### config.mk
export PLATFORM = sky130hd
export DESIGN_NAME = rf_wb_arbiter_flat
export DESIGN_NICKNAME = d
export VERILOG_FILES = /design/src/rtl/rf_wb_arbiter_if.sv /design/src/rtl/rf_wb_arbiter.sv /design/src/flat_wrapper.sv
export SDC_FILE = /design/constraint.sdc
export NUM_CORES = 1
export LEC_CHECK = 0
export CORE_MARGIN = 5
export CORE_UTILIZATION = 40
export CTS_CLUSTER_SIZE = 14
export DETAILED_ROUTE_END_ITERATION = 7
export GPL_TIMING_DRIVEN = 0
export PLACE_DENSITY = 0.79
export SKIP_LAST_GASP = 1
export SYNTH_ARGS = -nofsm -noshare
export SYNTH_HDL_FRONTEND = slang
export SYNTH_SLANG_ARGS = --single-unit
export TNS_END_PERCENT = 50
### constraint.sdc
create_clock -name clk -period 2.5 [get_ports clk]
set_input_delay 0.5 -clock clk [delete_from_list [all_inputs] [get_ports clk]]
set_output_delay 0.5 -clock clk [all_outputs]
set_load 0.03 [all_outputs]
### src/rtl/rf_wb_arbiter_if.sv
// Writeback request bus and registered register-file write port for rf_wb_arbiter.
// master = requester/register-file side, slave = arbiter side.
interface rf_wb_arbiter_if #(
    parameter int unsigned NREQ = 3
);
    logic [NREQ-1:0]    req_valid;
    logic [NREQ-1:0]    req_ready;
    logic [NREQ*5-1:0]  req_wa;
    logic [NREQ*32-1:0] req_wd;
    logic               rf_wen;
    logic [4:0]         rf_wa;
    logic [31:0]        rf_wd;

    modport master (
        output req_valid, req_wa, req_wd,
        input  req_ready, rf_wen, rf_wa, rf_wd
    );

    modport slave (
        input  req_valid, req_wa, req_wd,
        output req_ready, rf_wen, rf_wa, rf_wd
    );
endinterface

### src/rtl/rf_wb_arbiter.sv
// Round-robin writeback arbiter with a registered register-file write port.
// Optional busy-register scoreboard and RAW hazard check under RF_WB_SCOREBOARD_EN.
module rf_wb_arbiter #(
    parameter int unsigned NREQ = 3
) (
    input  logic               clk,
    input  logic               rst_n,
    rf_wb_arbiter_if.slave     bus,
    input  logic               iss_valid,
    input  logic [4:0]         iss_rd,
    input  logic               flush,
    input  logic [4:0]         chk_rs1,
    input  logic [4:0]         chk_rs2,
    output logic               hazard,
    output logic [31:0]        busy_vec
);
    localparam int unsigned PW = (NREQ > 1) ? $clog2(NREQ) : 1;

    logic [PW-1:0]   rr_ptr;
    logic [PW-1:0]   gnt_idx;
    logic [PW-1:0]   scan;
    logic            gnt_any;
    logic [NREQ-1:0] grant;
    logic [4:0]      gnt_wa;
    logic [31:0]     gnt_wd;

    // Search upward from rr_ptr with wrap; first valid requester wins.
    always_comb begin
        grant   = '0;
        gnt_any = 1'b0;
        gnt_idx = '0;
        gnt_wa  = '0;
        gnt_wd  = '0;
        scan    = '0;
        for (int unsigned k = 0; k < NREQ; k++) begin
            scan = PW'((32'(rr_ptr) + k) % NREQ);
            if (!gnt_any && bus.req_valid[scan]) begin
                gnt_any = 1'b1;
                gnt_idx = scan;
                gnt_wa  = bus.req_wa[32'(scan)*5 +: 5];
                gnt_wd  = bus.req_wd[32'(scan)*32 +: 32];
            end
        end
        // Grants are suppressed while reset is held so req_ready reads 0 asynchronously.
        if (!rst_n) begin
            gnt_any = 1'b0;
        end
        if (gnt_any) begin
            grant[gnt_idx] = 1'b1;
        end
    end

    assign bus.req_ready = grant;

    always_ff @(posedge clk or negedge rst_n) begin
        if (!rst_n) begin
            rr_ptr     <= '0;
            bus.rf_wen <= 1'b0;
            bus.rf_wa  <= '0;
            bus.rf_wd  <= '0;
        end else begin
            bus.rf_wen <= gnt_any && (gnt_wa != 5'd0);
            if (gnt_any) begin
                rr_ptr    <= (gnt_idx == PW'(NREQ - 1)) ? '0 : gnt_idx + 1'b1;
                bus.rf_wa <= gnt_wa;
                bus.rf_wd <= gnt_wd;
            end
        end
    end

`ifdef RF_WB_SCOREBOARD_EN
    logic [31:0] busy;
    logic [31:0] busy_nxt;

    // Clear from the retiring write first so a same-cycle issue to that register wins.
    always_comb begin
        busy_nxt = busy;
        if (bus.rf_wen) begin
            busy_nxt[bus.rf_wa] = 1'b0;
        end
        if (iss_valid && (iss_rd != 5'd0)) begin
            busy_nxt[iss_rd] = 1'b1;
        end
        if (flush) begin
            busy_nxt = '0;
        end
        busy_nxt[0] = 1'b0;
    end

    always_ff @(posedge clk or negedge rst_n) begin
        if (!rst_n) begin
            busy <= '0;
        end else begin
            busy <= busy_nxt;
        end
    end

    assign busy_vec = busy;
    assign hazard   = ((chk_rs1 != 5'd0) && busy[chk_rs1]) ||
                      ((chk_rs2 != 5'd0) && busy[chk_rs2]);
`else
    logic sb_unused;

    assign sb_unused = ^{iss_valid, iss_rd, flush, chk_rs1, chk_rs2};
    assign busy_vec  = '0;
    assign hazard    = 1'b0;
`endif

endmodule

### src/flat_wrapper.sv
// flat-port wrapper written by rule: the top's interface ports become plain ports
module rf_wb_arbiter_flat 
#(
    parameter int unsigned NREQ = 3
)
  (clk, rst_n, iss_valid, iss_rd, flush, chk_rs1, chk_rs2, hazard, busy_vec, bus_req_valid, bus_req_wa, bus_req_wd, bus_req_ready, bus_rf_wen, bus_rf_wa, bus_rf_wd);
  rf_wb_arbiter_if #(.NREQ(NREQ)) bus_i ();
  input  logic clk;
  input  logic rst_n;
  input  logic iss_valid;
  input  logic [4:0] iss_rd;
  input  logic flush;
  input  logic [4:0] chk_rs1;
  input  logic [4:0] chk_rs2;
  output logic hazard;
  output logic [31:0] busy_vec;
  input wire logic [$bits(bus_i.req_valid)-1:0] bus_req_valid;
  input wire logic [$bits(bus_i.req_wa)-1:0] bus_req_wa;
  input wire logic [$bits(bus_i.req_wd)-1:0] bus_req_wd;
  output wire logic [$bits(bus_i.req_ready)-1:0] bus_req_ready;
  output wire logic [$bits(bus_i.rf_wen)-1:0] bus_rf_wen;
  output wire logic [$bits(bus_i.rf_wa)-1:0] bus_rf_wa;
  output wire logic [$bits(bus_i.rf_wd)-1:0] bus_rf_wd;
  assign bus_i.req_valid = bus_req_valid;
  assign bus_i.req_wa = bus_req_wa;
  assign bus_i.req_wd = bus_req_wd;
  assign bus_req_ready = bus_i.req_ready;
  assign bus_rf_wen = bus_i.rf_wen;
  assign bus_rf_wa = bus_i.rf_wa;
  assign bus_rf_wd = bus_i.rf_wd;
  rf_wb_arbiter #(.NREQ(NREQ)) u_core (.clk(clk), .rst_n(rst_n), .bus(bus_i), .iss_valid(iss_valid), .iss_rd(iss_rd), .flush(flush), .chk_rs1(chk_rs1), .chk_rs2(chk_rs2), .hazard(hazard), .busy_vec(busy_vec));
endmodule
; After elaboration in Yosys (flattened, before gate mapping)
; Cells that the tools add are included.
[totals]
out_inout_bits = 74
inputBits = 133
wordCells = 55
register_bits = 40
[classes]
n_reduce_logical = 7
n_div = 3
mul = 3
muxes = 23
addsub = 3
eq_ne = 1
order_cmp = 5
shift = 6
[op_table]
columns = operator, n
row1 = $shiftx 96x8->32, 3
row2 = $mux 32, 3
row3 = $mod 32x2->32 const B, 2
row4 = $shiftx 15x6->5, 3
row5 = $mod 2x2->32 const B, 1
row6 = $mul 2x3->5 const B, 3
row7 = $mux 5, 3
row8 = $lt 2x3->1 const B, 4
row9 = $mux 1, 8
row10 = $mux 2, 4
row11 = $bmux 1 s2, 3
row12 = $reduce_bool 5->1, 1
row13 = $logic_and 1x1->1, 4
row14 = $add 2x1->3 const B, 1
row15 = $add 2x2->3 const B, 1
row16 = $mux 3, 1
row17 = $add 2x1->2 const B, 1
row18 = $demux 1 s2, 1
row19 = $eq 2x2->1 const B, 1
row20 = $ge 2x1->1 const B, 1
row21 = $logic_not 1->1, 2

; Logic depth before layout (Yosys ltp)
[logic_depth]
ltp_word = 15
ltp_mapped = 11
depth_no_buf = 8

; Worst setup path after synthesis
; OpenSTA, ideal clock, no wires.
[synth_path]
path_type = reg-to-output
from = register u_core.rr_ptr[0]
to = output bus_req_ready[2]
stages_incl_launch_ff = 8
t_required_ns = 2.000
n_path_buf = 0
arrival_ns = 2.322
path_slack_ns = -0.322
cell_sequence = dfrtp_1 inv_1 ha_1 mux2_4 mux2_4 nand2_1 a31oi_1 nor3_1
[synth_between]
elab_chain_len = 15
elab_cells_between_ends = 28
cone_classes = add/sub: 2 / div: 3 / order compare: 2 / mux: 16 / reduce/logical: 5
[synth_rtl]
columns = element, line
row1 = start: declaration, rf_wb_arbiter.sv:19  ; logic [PW-1:0] rr_ptr;
row2 = start signal: assignment, rf_wb_arbiter.sv:64  ; rr_ptr <= (gnt_idx == PW'(NREQ - 1)) ? '0 : gnt_idx + 1'b1;
row3 = "parallel branches: the longest is 14 deep, another holds $mod 32x2->32", --
row4 = $mux 3 (*), rf_wb_arbiter.sv:48  ; if (gnt_any) begin
row5 = end: declaration, flat_wrapper.sv:20  ; output wire logic [$bits(bus_i.req_ready)-1:0] bus_req_ready;
; Mark *: on every way between the ends. The select of a mux whose other input is x is not followed.

; Worst setup path after layout
[layout_path]
from = register u_core.rr_ptr[1]
to = output bus_req_ready[1]
; Same word-level chain as after synthesis.

==> impl_metrics.toml <==
[outcome]
failing_checks = "setup timing"
run_status = "finished, violations left"

[cts]
h-tree-depth = 2
clock_insertion_delay_worst_skew_ps = 290
cts_max_path_buffers = 2
cts_sinks = 40
hold_buffers = 0
worst_setup_hold_path_clk_slew_ps = 70
clockRootBuffer = "clkbuf_16"
clock_tree_from_tritoncts = "built"
cts_buffers = 5

[setup_path]
cp_data_arrival_time_ps = 2320
timing.setup.critical_path_class = "register to output pin"
worst-r2r-setup-slack_ps = 20
crit_path_end_kind = "output pin"
crit_path_top_delay_cell = "dfrtp_2"
critical_path.reg2reg.endpoint = "u_core.bus.rf_wd[20]$_DFFE_PN0P_"
worst_r2r_path_depth = 9
cp.required_ps = 2000
cp_max_fo = 5
critical_path.max_stage_delay_ps = 450
worstPathCellList = "ha_4 > mux2_4 > mux2i_4 > nand3_2 > a31oi_4 > and3_4 > buf_6"
critPathLaunchType = "register"
timing.rr.start = "u_core.rr_ptr[0]$_DFFE_PN0P_"

[synthesis]
synth-async-reset-ratio = 1.000
synth-main-ff-cell = "dfrtp_1"
synth.top_cells.by_count = "nand2_1 (99), mux2i_1 (98), nor2_1 (53)"
synth.yosys.seq_area_share = 0.2014
number_of_enable_type_register_cells_in_the_synthesized_netlist = 0
avgSynthCellArea_um2 = 7.891
yosysTopAreaCell = "dfrtp_1"
synth_largest_type_area_fraction = 0.2014
yosys-top-cells-area = "dfrtp_1 (20%), mux2i_1 (20%), nand2_1 (7.5%)"
synth_area_mm2 = 0.004971
yosys_warnings = 0
synth_cell_type_count = 48
yosys_register_bits = 40
post-synth-top-count-cell = "nand2_1"
syn_inst_count = 630

[final_layout]
multi_input_comb_area_mm2 = 0.003586
share_of_post_route_cells_with_drive_strength_above_1 = 0.1880
antennaDiodeCount = 0
layout.filler_cells = 1095
seqCellArea_mm2 = 0.001002
flow.area_growth_from_synthesis_pct = 48.10
final_nets = 987

[sta]
achievable-frequency_mhz = 354.0
maxSlewViolCount = 0
max_slew_headroom_at_the_worst_pin = 0.5727
final-hold-violation-count = 0
skew_ps = 5.169
layout_setup_ws_ps = -324.9
max_slew.worst_pin.slew_ps = 640.9
fin_tns_setup_ps = -914.8
grt_setup_unrepaired = "true"
final_period_minus_worst_setup_slack_ps = 2825
final-setup-viol-count = 3
fin_worst_hold_slack_ps = 149.6
period_share = 1.130

[detailed_routing]
m1WireLength_mm = 8.005
highest_layer = "met4"
detailedRoute.firstIterationViolations = 584
routed-wl-met2_mm = 8.807
first_pass_iters = 5
vias = 5798
wl_met3_mm = 1.978
viasPerCell = 5.690
detail-route-antenna-nets = 0
routedWlPerCell_um = 18.94
wl_final_mm = 19.30
drc_errors = 0

[pwr]
power_frac_comb = 0.811
seqPwrFrac = 0.120
sw_frac_of_total = 0.5123
worst_ir_drop_vdd_v = 0.0007077
power_leakage_uw = 0.002993
power.switching_uw = 4987
internal-power_uw = 4747
power.share.clock = 0.070
power.density_mw_per_mm2 = 1322

[floorplanning]
chipWidth_um = 121.5
fp.dieArea_mm2 = 0.01476
die_height_um = 121.5
floorplan.initialDensity = 0.4104
row_count = 40
floorplan.core_area_mm2 = 0.01211
io_pins = 207

[min_path]
hold_class = "input port to asynchronous set/reset pin"

[global_routing]
grt_antenna_before_repair = 0
grt_use_total = 0.2547
grt_first_pass_wirelength_mm = 30.40
grt-ovfl-total = 0
via_count_of_the_first_global_routing_pass = 5922
grt_max_degree = 25

[place]
routabilityCongestion = 0.8953
place_hpwl_mm = 13.95
port_buffers = 156

[flow_run]
drv.max_cap_violation_count = 0
what timing repair did:
item                                    in CTS  in global routing
resized for setup                           45                 19
endpoints found under the setup margin      31                 37
pin swaps                                   10                  6
setup buffers                               21                  6
power by group through the flow:
| stage | logic [uW] | clock network, uW | registers [uW] |
|---|---|---|---|
| after CTS | 7650 | 682 | 1160 |
| after global placement | 7100 | 0 | 1160 |
| after detailed placement | 7190 | 0 | 1170 |
| after floorplan | 4520 | 0 | 1750 |
| after global routing | 8450 | 701 | 1210 |
| final | 7890 | 679 | 1170 |
layout by cell type, fill, tap and decap left out, types with 2 or more instances in the layout:
master / instances
clkdlybuf4s50_1: 150
mux2i_1: 97
nand2_1: 97
buf_4: 64
nor2_1: 52
dfrtp_1: 39
o211ai_1: 33
o21ai_0: 33
conb_1: 33
a21oi_1: 32
buf_2: 19
a211oi_1: 18
buf_6: 17
a221oi_1: 16
o31ai_1: 16
o21ai_1: 15
mux2_2: 15
a41oi_1: 15
clkbuf_1: 13
clkbuf_2: 7
nor2b_1: 5
clkbuf_16: 5
mux2i_4: 4
inv_2: 3
and2_1: 3
a221o_1: 3
a31oi_1: 3
nor3_4: 3
mux2_4: 2
nand2_2: 2
o2bb2ai_1: 2
nand3_1: 2
o22ai_1: 2
o21ai_2: 2
ha_4: 2
ha_1: 2
clkinv_2: 2
state kept, by name, summed over array words and instances (netlist names):
register / count
u_core.bus.rf_wa: 5
u_core.bus.rf_wd: 32
u_core.bus.rf_wen: 1
u_core.rr_ptr: 2
area by class of cell:
type,instances,area share
Multi-Input combinational cell,524,0.4871
Timing Repair Buffer,184,0.2444
Sequential cell,40,0.1361
Buffer,91,0.08226
Tap cell,168,0.02855
Clock buffer,5,0.01700
Clock inverter,3,0.002549
Inverter,4,0.002039
kinds of logic (layout without fill, tap and decap cells):
kind of cell | after synthesis | after routing | share of synthesized area
flops | 40 | 40 | 0.2014
mux | 118 | 118 | 0.2492
other cells | 1 | 33 | 0.0007544
fa+ha+maj | 4 | 4 | 0.01007
compound gates | 198 | 198 | 0.2744
buf+inv | 98 | 287 | 0.1228
simple gates | 171 | 171 | 0.1415
critical path, delay by kind of cell, from the launching register on:
| family | cells | cell delay (ps) |
|---|---|---|
| multiplexers | 2 | 540 |
| flip-flops | 1 | 450 |
| AND/OR/NAND/NOR | 2 | 370 |
| adder cells (fa/ha/maj) | 1 | 310 |
| AO/OA/AOI/OAI | 1 | 250 |
| buffers and inverters | 1 | 120 |
stage by stage:
step           cells  total power [uW]  setup WS, ps  utilization  area, um^2
2_1_floorplan    662              6268        -41.64            -        5125
3_3_place_gp     986              8264         -2299       0.5694        6897
3_5_place_dp     987              8361         -1127       0.5707        6912
4_1_cts         1015              9495        -322.9       0.6032        7306
5_1_grt         1019             10360        -381.0       0.6079        7362
6_report        1019              9734        -324.9       0.6079        7362
how the worst max path moves through the flow:
stage,depth (start not counted),from,slack (ps),endpoint
3_3_place_gp,6,rst_n,-2300,bus_req_ready[2]
5_1_grt,9,u_core.rr_ptr[1]$_DFFE_PN0P_,-380,bus_req_ready[1]
3_5_place_dp,8,bus_req_valid[1],-1130,bus_req_ready[0]
6_report,7,u_core.rr_ptr[1]$_DFFE_PN0P_,-320,bus_req_ready[1]
4_1_cts,6,u_core.rr_ptr[1]$_DFFE_PN0P_,-320,bus_req_ready[1]
2_1_floorplan,8,u_core.rr_ptr[0]$_DFFE_PN0P_,-40,bus_req_ready[0]
per-layer routing:
| metal | up-vias | track usage |
|---|---|---|
| met5 | - | 0 |
| met4 | 0 | 0.09314 |
| met3 | 54 | 0.05221 |
| met2 | 357 | 0.4128 |
| met1 | 2689 | 0.3340 |
| li1 | 2698 | - |
No activity file was read; power rests on OpenSTA's default activity.
